--- src/rtl/sync_arb_frontend.sv ---
// Two-client round-robin arbiter feeding a four-phase req/ack handshake with a synchronized ack.
// Optional watchdog on the handshake wait states is enabled by defining ARB_TIMEOUT_EN.
module sync_arb_frontend #(
  parameter int unsigned DATA_W      = 8,
  parameter int unsigned SYNC_STAGES = 2,
  parameter int unsigned TIMEOUT_CYC = 255
) (
  input  logic              clk,
  input  logic              rst,
  input  logic              cli0_valid,
  input  logic [DATA_W-1:0] cli0_data,
  output logic              cli0_ready,
  input  logic              cli1_valid,
  input  logic [DATA_W-1:0] cli1_data,
  output logic              cli1_ready,
  output logic              hs_req,
  output logic              hs_lock,
  output logic [DATA_W-1:0] hs_data,
  input  logic              hs_ack,
  output logic              grant_id,
  output logic              err_timeout
);

  if (SYNC_STAGES < 2 || SYNC_STAGES > 4) begin : g_bad_sync
    $error("SYNC_STAGES must be in 2..4");
  end
  if (TIMEOUT_CYC < 1) begin : g_bad_timeout
    $error("TIMEOUT_CYC must be at least 1");
  end

  typedef enum logic [2:0] {IDLE, ASSERT, WAIT_HI, RELEASE, WAIT_LO} state_t;

  state_t                 state, state_nxt;
  logic [SYNC_STAGES-1:0] ack_sync;
  logic                   ack_s;
  logic                   prio;
  logic                   win;
  logic                   xfer;
  logic                   req_nxt;

  assign ack_s = ack_sync[SYNC_STAGES-1];

  // prio names the client that wins a tie: the one not granted last
  always_comb begin
    win = 1'b0;
    if (cli0_valid && cli1_valid) win = prio;
    else if (cli1_valid)          win = 1'b1;
    xfer       = (state == IDLE) && !rst && (cli0_valid || cli1_valid);
    cli0_ready = xfer && !win;
    cli1_ready = xfer && win;
  end

`ifdef ARB_TIMEOUT_EN
  localparam int unsigned CNT_W = (TIMEOUT_CYC < 2) ? 1 : $clog2(TIMEOUT_CYC + 1);
  logic [CNT_W-1:0] wd_cnt;
  logic             timeout_hit;
  logic             waiting;
  logic             err_q;

  assign waiting = (state == WAIT_HI) || (state == WAIT_LO);
`endif

  always_comb begin
    state_nxt = state;
`ifdef ARB_TIMEOUT_EN
    timeout_hit = 1'b0;
`endif
    unique case (state)
      IDLE:    if (xfer) state_nxt = ASSERT;
      ASSERT:  state_nxt = WAIT_HI;
      WAIT_HI: if (ack_s) state_nxt = RELEASE;
      RELEASE: state_nxt = WAIT_LO;
      WAIT_LO: if (!ack_s) state_nxt = IDLE;
      default: state_nxt = IDLE;
    endcase
`ifdef ARB_TIMEOUT_EN
    // the watchdog fires only when the wait state would otherwise persist
    if (waiting && (state_nxt == state) && (wd_cnt == CNT_W'(TIMEOUT_CYC - 1))) begin
      state_nxt   = IDLE;
      timeout_hit = 1'b1;
    end
`endif
    req_nxt = (state_nxt == ASSERT) || (state_nxt == WAIT_HI);
  end

  always_ff @(posedge clk) begin
    if (rst) begin
      state    <= IDLE;
      hs_req   <= 1'b0;
      hs_lock  <= 1'b0;
      hs_data  <= '0;
      grant_id <= 1'b0;
      prio     <= 1'b0;
      ack_sync <= '0;
    end else begin
      state    <= state_nxt;
      hs_req   <= req_nxt;
      hs_lock  <= req_nxt;
      ack_sync <= {ack_sync[SYNC_STAGES-2:0], hs_ack};
      if (xfer) begin
        hs_data  <= win ? cli1_data : cli0_data;
        grant_id <= win;
        prio     <= ~win;
      end
    end
  end

`ifdef ARB_TIMEOUT_EN
  always_ff @(posedge clk) begin
    if (rst) begin
      wd_cnt <= '0;
      err_q  <= 1'b0;
    end else begin
      if (timeout_hit) err_q <= 1'b1;
      if (!waiting || (state_nxt != state)) wd_cnt <= '0;
      else                                  wd_cnt <= wd_cnt + 1'b1;
    end
  end

  assign err_timeout = err_q;
`else
  assign err_timeout = 1'b0;
`endif

endmodule
--- config.mk ---
export PLATFORM = sky130hd
export DESIGN_NAME = sync_arb_frontend
export DESIGN_NICKNAME = d
export VERILOG_FILES = /design/src/rtl/sync_arb_frontend.sv
export SDC_FILE = /design/constraint.sdc
export NUM_CORES = 1
export LEC_CHECK = 0
export CORE_UTILIZATION = 45
export CTS_BUF_LIST = sky130_fd_sc_hd__clkbuf_2 sky130_fd_sc_hd__clkbuf_4 sky130_fd_sc_hd__clkbuf_8
export CTS_CLUSTER_DIAMETER = 50
export CTS_CLUSTER_SIZE = 24
export DETAILED_ROUTE_END_ITERATION = 6
export HOLD_SLACK_MARGIN = 0.15
export PLACE_DENSITY = 0.86
export SLEW_MARGIN = 20
export SYNTH_ARGS = -nofsm -noshare
export SYNTH_HDL_FRONTEND = slang
export SYNTH_SLANG_ARGS = --single-unit
export TNS_END_PERCENT = 20
--- constraint.sdc ---
create_clock -name clk -period 4 [get_ports clk]
set_clock_uncertainty 0.05 [all_clocks]
set_input_delay 0.6 -clock clk [delete_from_list [all_inputs] [get_ports clk]]
set_output_delay 0.6 -clock clk [all_outputs]
set_load 0.005 [all_outputs]
==> results of run 1 <==
==> power breakdown <==
part | internal [uW] | switching [uW]
Clock | 34.9 | 46.8
Sequential | 192 | 25.0
Combinational | 97.0 | 59.9
==> per-layer routing <==
metal / GRT usage / up-vias / share of wire
met5: 0 / - / 0
met4: 0.127 / 0 / 0.053
met3: 0.0638 / 12 / 0.057
met2: 0.337 / 29 / 0.49
met1: 0.254 / 328 / 0.40
li1: - / 340 / -
==> cells in the final DEF, fill, tap and decap left out, drive strengths merged, types with 2 or more instances in the layout <==
cell type / instances
a22oi: 8
nand2: 9
nor2: 4
a21oi: 2
dfxtp: 16
clkbuf: 3
clkdlybuf4s50: 33
and2b: 3
nor3: 3
o32ai: 8
==> area by class of cell <==
class | count | area, um2 | share of cell area
Clock buffer | 3 | 22.5 | 0.0213
Sequential cell | 16 | 320 | 0.302
Inverter | 2 | 7.51 | 0.00708
Tap cell | 16 | 20.0 | 0.0189
Multi-Input combinational cell | 51 | 359 | 0.339
Timing Repair Buffer | 33 | 330 | 0.312
==> how the worst min path moves through the flow <==
stage / startpoint / end / cells after the start
after floorplan: ack_sync[0]$_SDFF_PP0_ / ack_sync[1]$_SDFF_PP0_ / 1
after global placement: ack_sync[0]$_SDFF_PP0_ / ack_sync[1]$_SDFF_PP0_ / 1
after detailed placement: ack_sync[0]$_SDFF_PP0_ / ack_sync[1]$_SDFF_PP0_ / 1
after CTS: hs_data[4]$_SDFFE_PP0P_ / hs_data[4]$_SDFFE_PP0P_ / 2
after global routing: ack_sync[0]$_SDFF_PP0_ / ack_sync[1]$_SDFF_PP0_ / 1
final: ack_sync[0]$_SDFF_PP0_ / ack_sync[1]$_SDFF_PP0_ / 1
==> registers in the layout, summed over array words and instances, names as in the netlist <==
signal    cells
prio          1
grant_id      1
hs_lock       1
hs_data       8
ack_sync      2
state         3
==> through the flow <==
step | hold WS, ps | setup slack (ps)
after floorplan | 378 | 1920
after global placement | 383 | 883
after detailed placement | 391 | 856
after CTS | 412 | 850
after global routing | 432 | 769
final | 405 | 859
==> logic make-up after synthesis <==
group                  Yosys count
AO/OA/AOI/OAI                   24
XOR/XNOR                         1
buffers and inverters           10
flip-flops                      16
other                            1
AND/OR/NAND/NOR                 25
==> reports/qor.tcl, run 1 <==
set qor(final_util) 0.688
set qor(grt_max_degree) 13
set qor(drcViolationCount) 0
set qor(synth.area.mux_share) 0
set qor(grt_setup_unrepaired) {false}
set qor(io-pin-count) 35
set qor(ctsRootBufferMaster) {sky130_fd_sc_hd__clkbuf_4}
set qor(critPathSlowestCell) {sky130_fd_sc_hd__or4_4}
set qor(tightestPinTransition_ps) 638
set qor(min_path_type) {register to register}
set qor(synthToLayoutAreaGrowth_pct) 38.2
set qor(number_of_synthesized_flops_with_an_enable_pin) 0
set qor(ys_seq_area_frac) 0.418
set qor(antenna_violations_before_repair) 0
set qor(die_h_um) 43.3
set qor(post-synth-top-count-cell) {sky130_fd_sc_hd__dfxtp_1}
set qor(design_power_total_uw) 455
set qor(hold_buffers) 0
set qor(clk_latency_ps) 280
set qor(synth_top_area_cell) {sky130_fd_sc_hd__dfxtp_1}
set qor(cp-startpoint) {rst}
set qor(status) {finished clean}
set qor(postSynthRegisterBits) 16
set qor(fillerInstances) 126
set qor(initial_utilization) 0.498
set qor(final-max-slew-violation-count) 0
set qor(clk_pin_slew_ps) 80
set qor(final.min_clock_period_ps) 3140
set qor(final-instance-count-excl-fill) 121
set qor(design_area_um2) 1060
set qor(post_synth_and_or_nand_nor_area_fraction) 0.207
set qor(synth_xor_xnor_area_share) 0.0114
set qor(postRouteAntennaNets) 0
set qor(cp.buffers_inverters) 2
set qor(num_antenna_cells) 0
set qor(category_of_the_most_critical_setup_path) {primary input to primary output}
set qor(r2r_end) {hs_data[1]$_SDFFE_PP0P_}
set qor(cts_tree) {yes}
set qor(buffer_ports.inserted) 33
set qor(syn_inst) 77
set qor(synth.net_count) 98
set qor(setup.worst_path.start_class) {primary input}
set qor(routed-via-count) 709
set qor(final_setup_vio_count) 0
set qor(num-nets-final) 128
set qor(detail_route.wirelength_um) 1810
set qor(core_um2) 1540
set qor(finalCritPeriodShare) 0.785
set qor(worst_r2r_start) {state[2]$_SDFF_PP0_}
set qor(gpl.final_weighted_congestion) 0.754
set qor(timing.critical_path.depth) 4
set qor(synth_largest_type_area_fraction) 0.418
set qor(worst_setup_path_endpoint) {cli1_ready}
set qor(placed_cells_incl_taps) 118
set qor(synth.top_cells.by_count) {16 x sky130_fd_sc_hd__dfxtp_1, 9 x sky130_fd_sc_hd__nand2_1, 8 x sky130_fd_sc_hd__a22oi_1, 8 x sky130_fd_sc_hd__o32ai_1, 4 x sky130_fd_sc_hd__nor2_1}
set qor(drv.max_cap_violation_count) 0
set qor(yosysUniqueCellTypes) 29
set qor(cpLargestDelayFamily) {buffers and inverters}
set qor(syn_area_um2) 767
set qor(max_stage_delay_ps) 610
set qor(worst-endpoint-arrival_ps) 2490
set qor(clock.fmax_mhz) 318
set qor(r2r_cells) 3
set qor(cpMostUsedCell) {sky130_fd_sc_hd__clkdlybuf4s50_1}
set qor(cts-htree-levels) 1
set qor(route.detailed.wl_per_inst_um) 14.9
set qor(dr.pass1.iters) 4
set qor(timing.critical_path.required_ps) 3350
set qor(die_area_um2) 1870
set qor(dpl.hpwl_um) 1320
set qor(cts_repair_resize_count) 0
set qor(cts_buffers) 3
set qor(ir_worst_vdd_mv) 0.282
set qor(timing.reg2reg.setup_slack_ps) 2160
set qor(path_cells) {clkdlybuf4s50_1, or4_4, nor3_4, clkdlybuf4s50_1}
set qor(synth_top_family_by_area) {compound AO/OA/AOI/OAI gates}
set qor(die_w_um) 43.3
set qor(count_of_endpoints_failing_hold_in_the_final_timing_report) 0
set qor(worst_setup_path_end_kind) {primary output}
set qor(yosys-top-cells-area) {sky130_fd_sc_hd__dfxtp_1 42%, sky130_fd_sc_hd__o32ai_1 9.1%, sky130_fd_sc_hd__a22oi_1 7.8%}
set qor(detail_route.iter0.violations) 22
set qor(path_max_fanout) 9
set qor(async_flop_share) 0
set qor(route.detailed.vias_per_inst) 5.86
set qor(dominantRegCellSynth) {sky130_fd_sc_hd__dfxtp_1}
set qor(std_cell_rows) 14
set qor(drive_gt1_frac) 0.105
set qor(globalRouteTotalUtil) 0.214
set qor(relative_slew_margins) 0.571
set qor(placedInstanceArea_um2) 1040
set qor(grt_overflow) 0
set qor(leakage_uw) 0.000400
set qor(yosysWarnings) 0
set qor(total_negative_slack_for_setup_checks_ps) 0
set qor(synth_area_in_compound_gates) 0.245
set qor(clkSinkCount) 16
set qor(power_per_cell_area_nw_per_um2) 430
set qor(adder_cell_share_of_the_synthesized_area) 0
set qor(grt_first_pass_wirelength_um) 2920
set qor(cts-root-to-sink-buffers) 2
set qor(synthesis.area_per_instance_um2) 9.96
set qor(first_global_vias) 651
set qor(postCtsSetupBuffers) 0
(Power assumes the default switching activity.)
==> inputs of run 2 (changes only) <==
--- a/config.mk
+++ b/config.mk
@@ -5,13 +5,14 @@
 export SDC_FILE = /design/constraint.sdc
 export NUM_CORES = 1
 export LEC_CHECK = 0
-export CORE_UTILIZATION = 45
+export CORE_ASPECT_RATIO = 1.4
+export CORE_UTILIZATION = 42
 export CTS_BUF_LIST = sky130_fd_sc_hd__clkbuf_2 sky130_fd_sc_hd__clkbuf_4 sky130_fd_sc_hd__clkbuf_8
 export CTS_CLUSTER_DIAMETER = 50
 export CTS_CLUSTER_SIZE = 24
 export DETAILED_ROUTE_END_ITERATION = 6
 export HOLD_SLACK_MARGIN = 0.15
-export PLACE_DENSITY = 0.86
+export PLACE_DENSITY = 0.81
 export SLEW_MARGIN = 20
 export SYNTH_ARGS = -nofsm -noshare
 export SYNTH_HDL_FRONTEND = slang
==> constraint.sdc (replaced) <==
create_clock -name clk -period 3 [get_ports clk]
set_clock_uncertainty 0.05 [all_clocks]
set_input_delay 0.45 -clock clk [delete_from_list [all_inputs] [get_ports clk]]
set_output_delay 0.45 -clock clk [all_outputs]
set_load 0.005 [all_outputs]
==> run 2 against run 1 <==
Non-clock buffer count rose by 1; largest power group unchanged; hold slack improved by 2.5 ps; die area rose by 6.9%; worst setup slack got worse by 480 ps.
==> reports/qor.tcl, run 2 (synthesis gave the netlist of run 1 again) <==
set qor(hold_buffers) 0
set qor(detail_route.iter0.violations) 18
set qor(cp-startpoint) {rst}
set qor(worstHoldPathCells) 1
set qor(placedInstanceArea_um2) 1050
set qor(worst_r2r_start) {state[2]$_SDFF_PP0_}
set qor(detail_route.wirelength_um) 1680
set qor(final_setup_vio_count) 0
set qor(count_of_endpoints_failing_hold_in_the_final_timing_report) 0
set qor(drv.max_cap_violation_count) 0
set qor(worst-endpoint-arrival_ps) 2120
set qor(gpl.final_weighted_congestion) 0.723
set qor(antenna_violations_before_repair) 0
set qor(relative_slew_margins) 0.594
set qor(category_of_the_most_critical_setup_path) {primary input to primary output}
set qor(largest_reg_flops) 8
set qor(route.detailed.wl_per_inst_um) 13.4
set qor(die_h_um) 52.6
set qor(routed-via-count) 703
set qor(clock.fmax_mhz) 382
set qor(drive_gt1_frac) 0.121
set qor(total_negative_slack_for_setup_checks_ps) 0
set qor(power_per_cell_area_nw_per_um2) 590
set qor(postCtsSetupBuffers) 0
set qor(grt_first_pass_wirelength_um) 2700
set qor(die_area_um2) 2000
set qor(synthToLayoutAreaGrowth_pct) 41.4
set qor(num_antenna_cells) 0
set qor(mostFrequentLayoutCell) {sky130_fd_sc_hd__clkdlybuf4s50_1}
set qor(r2r_end) {hs_data[5]$_SDFFE_PP0P_}
set qor(design_area_um2) 1080
set qor(dr.pass1.iters) 4
set qor(cts_buffers) 3
set qor(initial_utilization) 0.468
set qor(globalRouteTotalUtil) 0.192
set qor(min_path_type) {register to register}
set qor(cts_repair_resize_count) 0
set qor(die_w_um) 38.1
set qor(fillerInstances) 148
set qor(first_global_vias) 634
set qor(min_delay_worst_endpoint) {ack_sync[1]$_SDFF_PP0_}
set qor(num-nets-final) 129
set qor(cts-root-to-sink-buffers) 2
set qor(dr.max_layer_used) {met4}
set qor(cts-htree-levels) 1
set qor(final.min_clock_period_ps) 2620
set qor(layout.cells.most_common_list) {33 x sky130_fd_sc_hd__clkdlybuf4s50_1, 16 x sky130_fd_sc_hd__dfxtp_1, 9 x sky130_fd_sc_hd__nand2_1, 8 x sky130_fd_sc_hd__o32ai_1, 8 x sky130_fd_sc_hd__a22oi_1}
set qor(ctsRootBufferMaster) {sky130_fd_sc_hd__clkbuf_4}
set qor(io-pin-count) 35
set qor(clkSinkCount) 16
set qor(tightestPinTransition_ps) 605
set qor(wl_met2_um) 880
set qor(wire_length_on_met1_um) 703
set qor(ir_worst_vdd_mv) 0.293
set qor(postRouteAntennaNets) 0
set qor(r2r_cells) 3
set qor(leakage_uw) 0.000412
set qor(core_um2) 1640
set qor(grt_setup_unrepaired) {false}
set qor(hold_start) {ack_sync[0]$_SDFF_PP0_}
set qor(route.detailed.vias_per_inst) 5.58
set qor(grt_overflow) 0
set qor(setup.worst_path.start_class) {primary input}
set qor(path_max_fanout) 2
set qor(std_cell_rows) 17
set qor(clk_latency_ps) 290
set qor(whs_ps) 407
set qor(drcViolationCount) 0
set qor(status) {finished clean}
set qor(grt_max_degree) 13
set qor(cts_tree) {yes}
set qor(buffer_ports.inserted) 33
set qor(finalCritPeriodShare) 0.873
set qor(met3WireLength_um) 70
set qor(worst_setup_path_end_kind) {primary output}
set qor(clk_pin_slew_ps) 90
set qor(design_power_total_uw) 640
set qor(timing.critical_path.required_ps) 2500
set qor(biggestRegsByFlops) {hs_data: 8 flops, state: 3 flops, ack_sync: 2 flops}
set qor(final-max-slew-violation-count) 0
set qor(timing.reg2reg.setup_slack_ps) 1240
set qor(dpl.hpwl_um) 1250
set qor(registers.top_by_ff_count) {hs_data}
run 2: changes by cell type in the layout (fill, tap and decap cells not counted):
cell | previous run | this run
sky130_fd_sc_hd__buf_4 | 0 | 1
sky130_fd_sc_hd__clkbuf_8 | 0 | 1
run 2: critical path, cell delays in order:
cell and delay (ps):
sky130_fd_sc_hd__clkdlybuf4s50_1 420, sky130_fd_sc_hd__or4_4 550, sky130_fd_sc_hd__nor3_4 180, sky130_fd_sc_hd__clkdlybuf4s50_1 510
run 2: per-layer routing:
layer  track usage  vias to the layer above
met5             0                        -
li1              -                      345
met1         0.224                      331
met3        0.0255                        4
met4        0.0893                        0
met2         0.331                       23
run 2: how the worst max path moves through the flow:
stage / end
2_1_floorplan: cli1_ready
5_1_grt: cli1_ready
6_report: cli1_ready
4_1_cts: cli1_ready
3_3_place_gp: cli1_ready
3_5_place_dp: cli1_ready
run 2: cell type report:
| class | count | area, um2 | share of cell area |
|---|---|---|---|
| clock buffers | 4 | 36.3 | 0.0334 |
| inverters | 2 | 7.51 | 0.00692 |
| multi-input cells | 51 | 359 | 0.331 |
| flip-flops and latches | 16 | 320 | 0.295 |
| well taps | 19 | 23.8 | 0.0219 |
| repair buffers | 34 | 338 | 0.311 |
run 2: metrics by stage:
stage                util  setup WS [ps]  std cells
finish              0.662            380        126
CTS                 0.662            367        126
global placement    0.640            382        122
detailed placement  0.640            366        122
floorplan               -           1220         77
global route        0.662            324        126
run 2: report_power, final:
| group | internal (uW) | switching (uW) | leakage, uW | total (uW) |
|---|---|---|---|---|
| Sequential | 256 | 35.1 | 0.000133 | 291 |
| Combinational | 130 | 76.4 | 0.000258 | 207 |
| Clock | 73.9 | 68.8 | 0.0000210 | 143 |
| Total | 460 | 180 | 0.000412 | 640 |
==> inputs of run 3 (changes only) <==
--- a/config.mk
+++ b/config.mk
@@ -12,7 +12,7 @@
 export CTS_CLUSTER_SIZE = 24
 export DETAILED_ROUTE_END_ITERATION = 6
 export HOLD_SLACK_MARGIN = 0.15
-export PLACE_DENSITY = 0.81
+export PLACE_DENSITY_LB_ADDON = 0.1
 export SLEW_MARGIN = 20
 export SYNTH_ARGS = -nofsm -noshare
 export SYNTH_HDL_FRONTEND = slang
==> run 3 against run 2 <==
Sequential cell count is the same; first-iteration DRC count fell by 78%; utilization is 0.84 points lower; total power is 5.1% lower; via count is 4.7% lower; worst setup slack worse by 32 ps; critical path depth is the same; non-clock buffer count unchanged; count of clock-buffer cells in the layout fell by 1; routed wire length is 4.5% lower; global-route usage fell by 0.86 points.
==> reports/qor.tcl, run 3 (synthesis gave the netlist of run 1 again) <==
set qor(r2r_end) {hs_data[6]$_SDFFE_PP0P_}
set qor(clkPwrFrac) 0.183
set qor(finalCritPeriodShare) 0.884
set qor(ir_worst_vdd_mv) 0.295
set qor(count_of_endpoints_failing_hold_in_the_final_timing_report) 0
set qor(switching_power_uw) 175
set qor(timing.critical_path.required_ps) 2500
set qor(critPathSlowestCell) {sky130_fd_sc_hd__or4_4}
set qor(postRouteAntennaNets) 0
set qor(path_cells) {clkdlybuf4s50_1, or4_4, nor3_4, clkdlybuf4s50_1}
set qor(buffer_ports.inserted) 33
set qor(total_negative_slack_for_setup_checks_ps) 0
set qor(r2r_cells) 3
set qor(timing.final.ws_setup_ps) 348
set qor(clock.fmax_mhz) 377
set qor(mostFrequentLayoutCell) {sky130_fd_sc_hd__clkdlybuf4s50_1}
set qor(cts_buffers) 3
set qor(power_per_cell_area_nw_per_um2) 567
set qor(num_antenna_cells) 0
set qor(max_stage_delay_ps) 550
set qor(placed_cells_incl_taps) 122
set qor(postCtsSetupBuffers) 0
set qor(cp.buffers_inverters) 2
set qor(grt_overflow) 0
set qor(placedInstanceArea_um2) 1050
set qor(dpl.hpwl_um) 1170
set qor(core_um2) 1640
set qor(layout.cells.most_common_list) {33 x sky130_fd_sc_hd__clkdlybuf4s50_1, 16 x sky130_fd_sc_hd__dfxtp_1, 9 x sky130_fd_sc_hd__nand2_1, 8 x sky130_fd_sc_hd__o32ai_1, 8 x sky130_fd_sc_hd__a22oi_1}
set qor(worstHoldPathCells) 1
set qor(cts-root-to-sink-buffers) 2
set qor(first_global_vias) 601
set qor(grt_first_pass_wirelength_um) 2630
set qor(fillerInstances) 134
set qor(cts-htree-levels) 1
set qor(clkSinkCount) 16
set qor(category_of_the_most_critical_setup_path) {primary input to primary output}
set qor(die_area_um2) 2000
set qor(cts_tree) {yes}
set qor(detail_route.iter0.violations) 4
set qor(share_comb_of_total_power) 0.340
set qor(setup.worst_path.start_class) {primary input}
set qor(biggestRegsByFlops) {hs_data: 8 flops, state: 3 flops, ack_sync: 2 flops}
set qor(relative_slew_margins) 0.554
set qor(power_switching_share) 0.288
set qor(timing.reg2reg.setup_slack_ps) 1160
set qor(globalRouteTotalUtil) 0.183
set qor(path_max_fanout) 2
set qor(grt_max_degree) 13
set qor(grt_setup_unrepaired) {false}
set qor(initial_utilization) 0.468
set qor(routed-via-count) 670
set qor(leakage_uw) 0.000405
set qor(drv.max_cap_violation_count) 0
set qor(worst_setup_path_end_kind) {primary output}
set qor(final-max-slew-violation-count) 0
set qor(cts_repair_resize_count) 0
set qor(seq_power_share) 0.477
set qor(detail_route.wirelength_um) 1610
set qor(design_area_um2) 1070
set qor(route.detailed.vias_per_inst) 5.36
set qor(final-instance-count-excl-fill) 125
set qor(clk_latency_ps) 280
set qor(internal_power_uw) 432
set qor(synthToLayoutAreaGrowth_pct) 39.6
set qor(io-pin-count) 35
set qor(drive_gt1_frac) 0.113
set qor(status) {finished clean}
set qor(hold_buffers) 0
set qor(largest_reg_flops) 8
set qor(num-nets-final) 129
set qor(registers.top_by_ff_count) {hs_data}
set qor(min_path_type) {register to register}
set qor(cpMostUsedCell) {sky130_fd_sc_hd__clkdlybuf4s50_1}
set qor(final.min_clock_period_ps) 2650
set qor(worst-endpoint-arrival_ps) 2150
set qor(final_util) 0.654
set qor(cpLargestDelayFamily) {buffers and inverters}
set qor(final_setup_vio_count) 0
set qor(drcViolationCount) 0
set qor(min_delay_worst_endpoint) {ack_sync[1]$_SDFF_PP0_}
set qor(std_cell_rows) 17
set qor(die_w_um) 38.1
set qor(dr.pass1.iters) 4
set qor(tightestPinTransition_ps) 663
set qor(hold_start) {ack_sync[0]$_SDFF_PP0_}
set qor(gpl.final_weighted_congestion) 0.692
set qor(ctsRootBufferMaster) {sky130_fd_sc_hd__clkbuf_4}
set qor(clk_pin_slew_ps) 90
set qor(place_ws_ps) 345
set qor(route.detailed.wl_per_inst_um) 12.9
set qor(antenna_violations_before_repair) 0
set qor(worst_r2r_start) {state[2]$_SDFF_PP0_}
set qor(die_h_um) 52.6
## run 3: how the worst max path moves through the flow
stage          from  depth (start not counted)  slack, ps         end
3_5_place_dp    rst                          4        350  cli1_ready
4_1_cts         rst                          4        340  cli1_ready
6_report        rst                          4        350  cli1_ready
2_1_floorplan   rst                          3       1220  cli1_ready
3_3_place_gp    rst                          4        340  cli1_ready
5_1_grt         rst                          4        320  cli1_ready
## run 3: metrics by stage
stage | total power (uW) | hold slack (ps)
2_1_floorplan | 410 | 378
4_1_cts | 610 | 412
3_3_place_gp | 500 | 387
6_report | 607 | 409
3_5_place_dp | 502 | 394
5_1_grt | 642 | 427
## run 3: cell type report
type	instances	area (um2)	share of cell area
repair buffers	34	338	0.315
well taps	19	23.8	0.0222
clock buffers	3	22.5	0.0210
inverters	2	7.51	0.00701
multi-input cells	51	359	0.335
flip-flops and latches	16	320	0.299
## run 3: worst reg2reg max path, stage by stage (launching register included)
cell	delay, ps
sky130_fd_sc_hd__dfxtp_1	380
sky130_fd_sc_hd__nor4_4	660
sky130_fd_sc_hd__o21ai_1	410
sky130_fd_sc_hd__a22oi_1	260
## run 3: power groups by stage
stage	registers (uW)	logic, uW	clock network, uW
2_1_floorplan	284	126	0
3_3_place_gp	294	206	0
3_5_place_dp	295	207	0
4_1_cts	290	209	111
5_1_grt	296	226	120
6_report	290	207	111
## run 3: per-layer routing
metal  track usage  vias up  part of all wire
met5             0        -                 0
met1         0.245      305              0.44
li1              -      341                 -
met3        0.0426        2             0.059
met4        0.0893        0            0.0093
met2         0.268       22              0.49
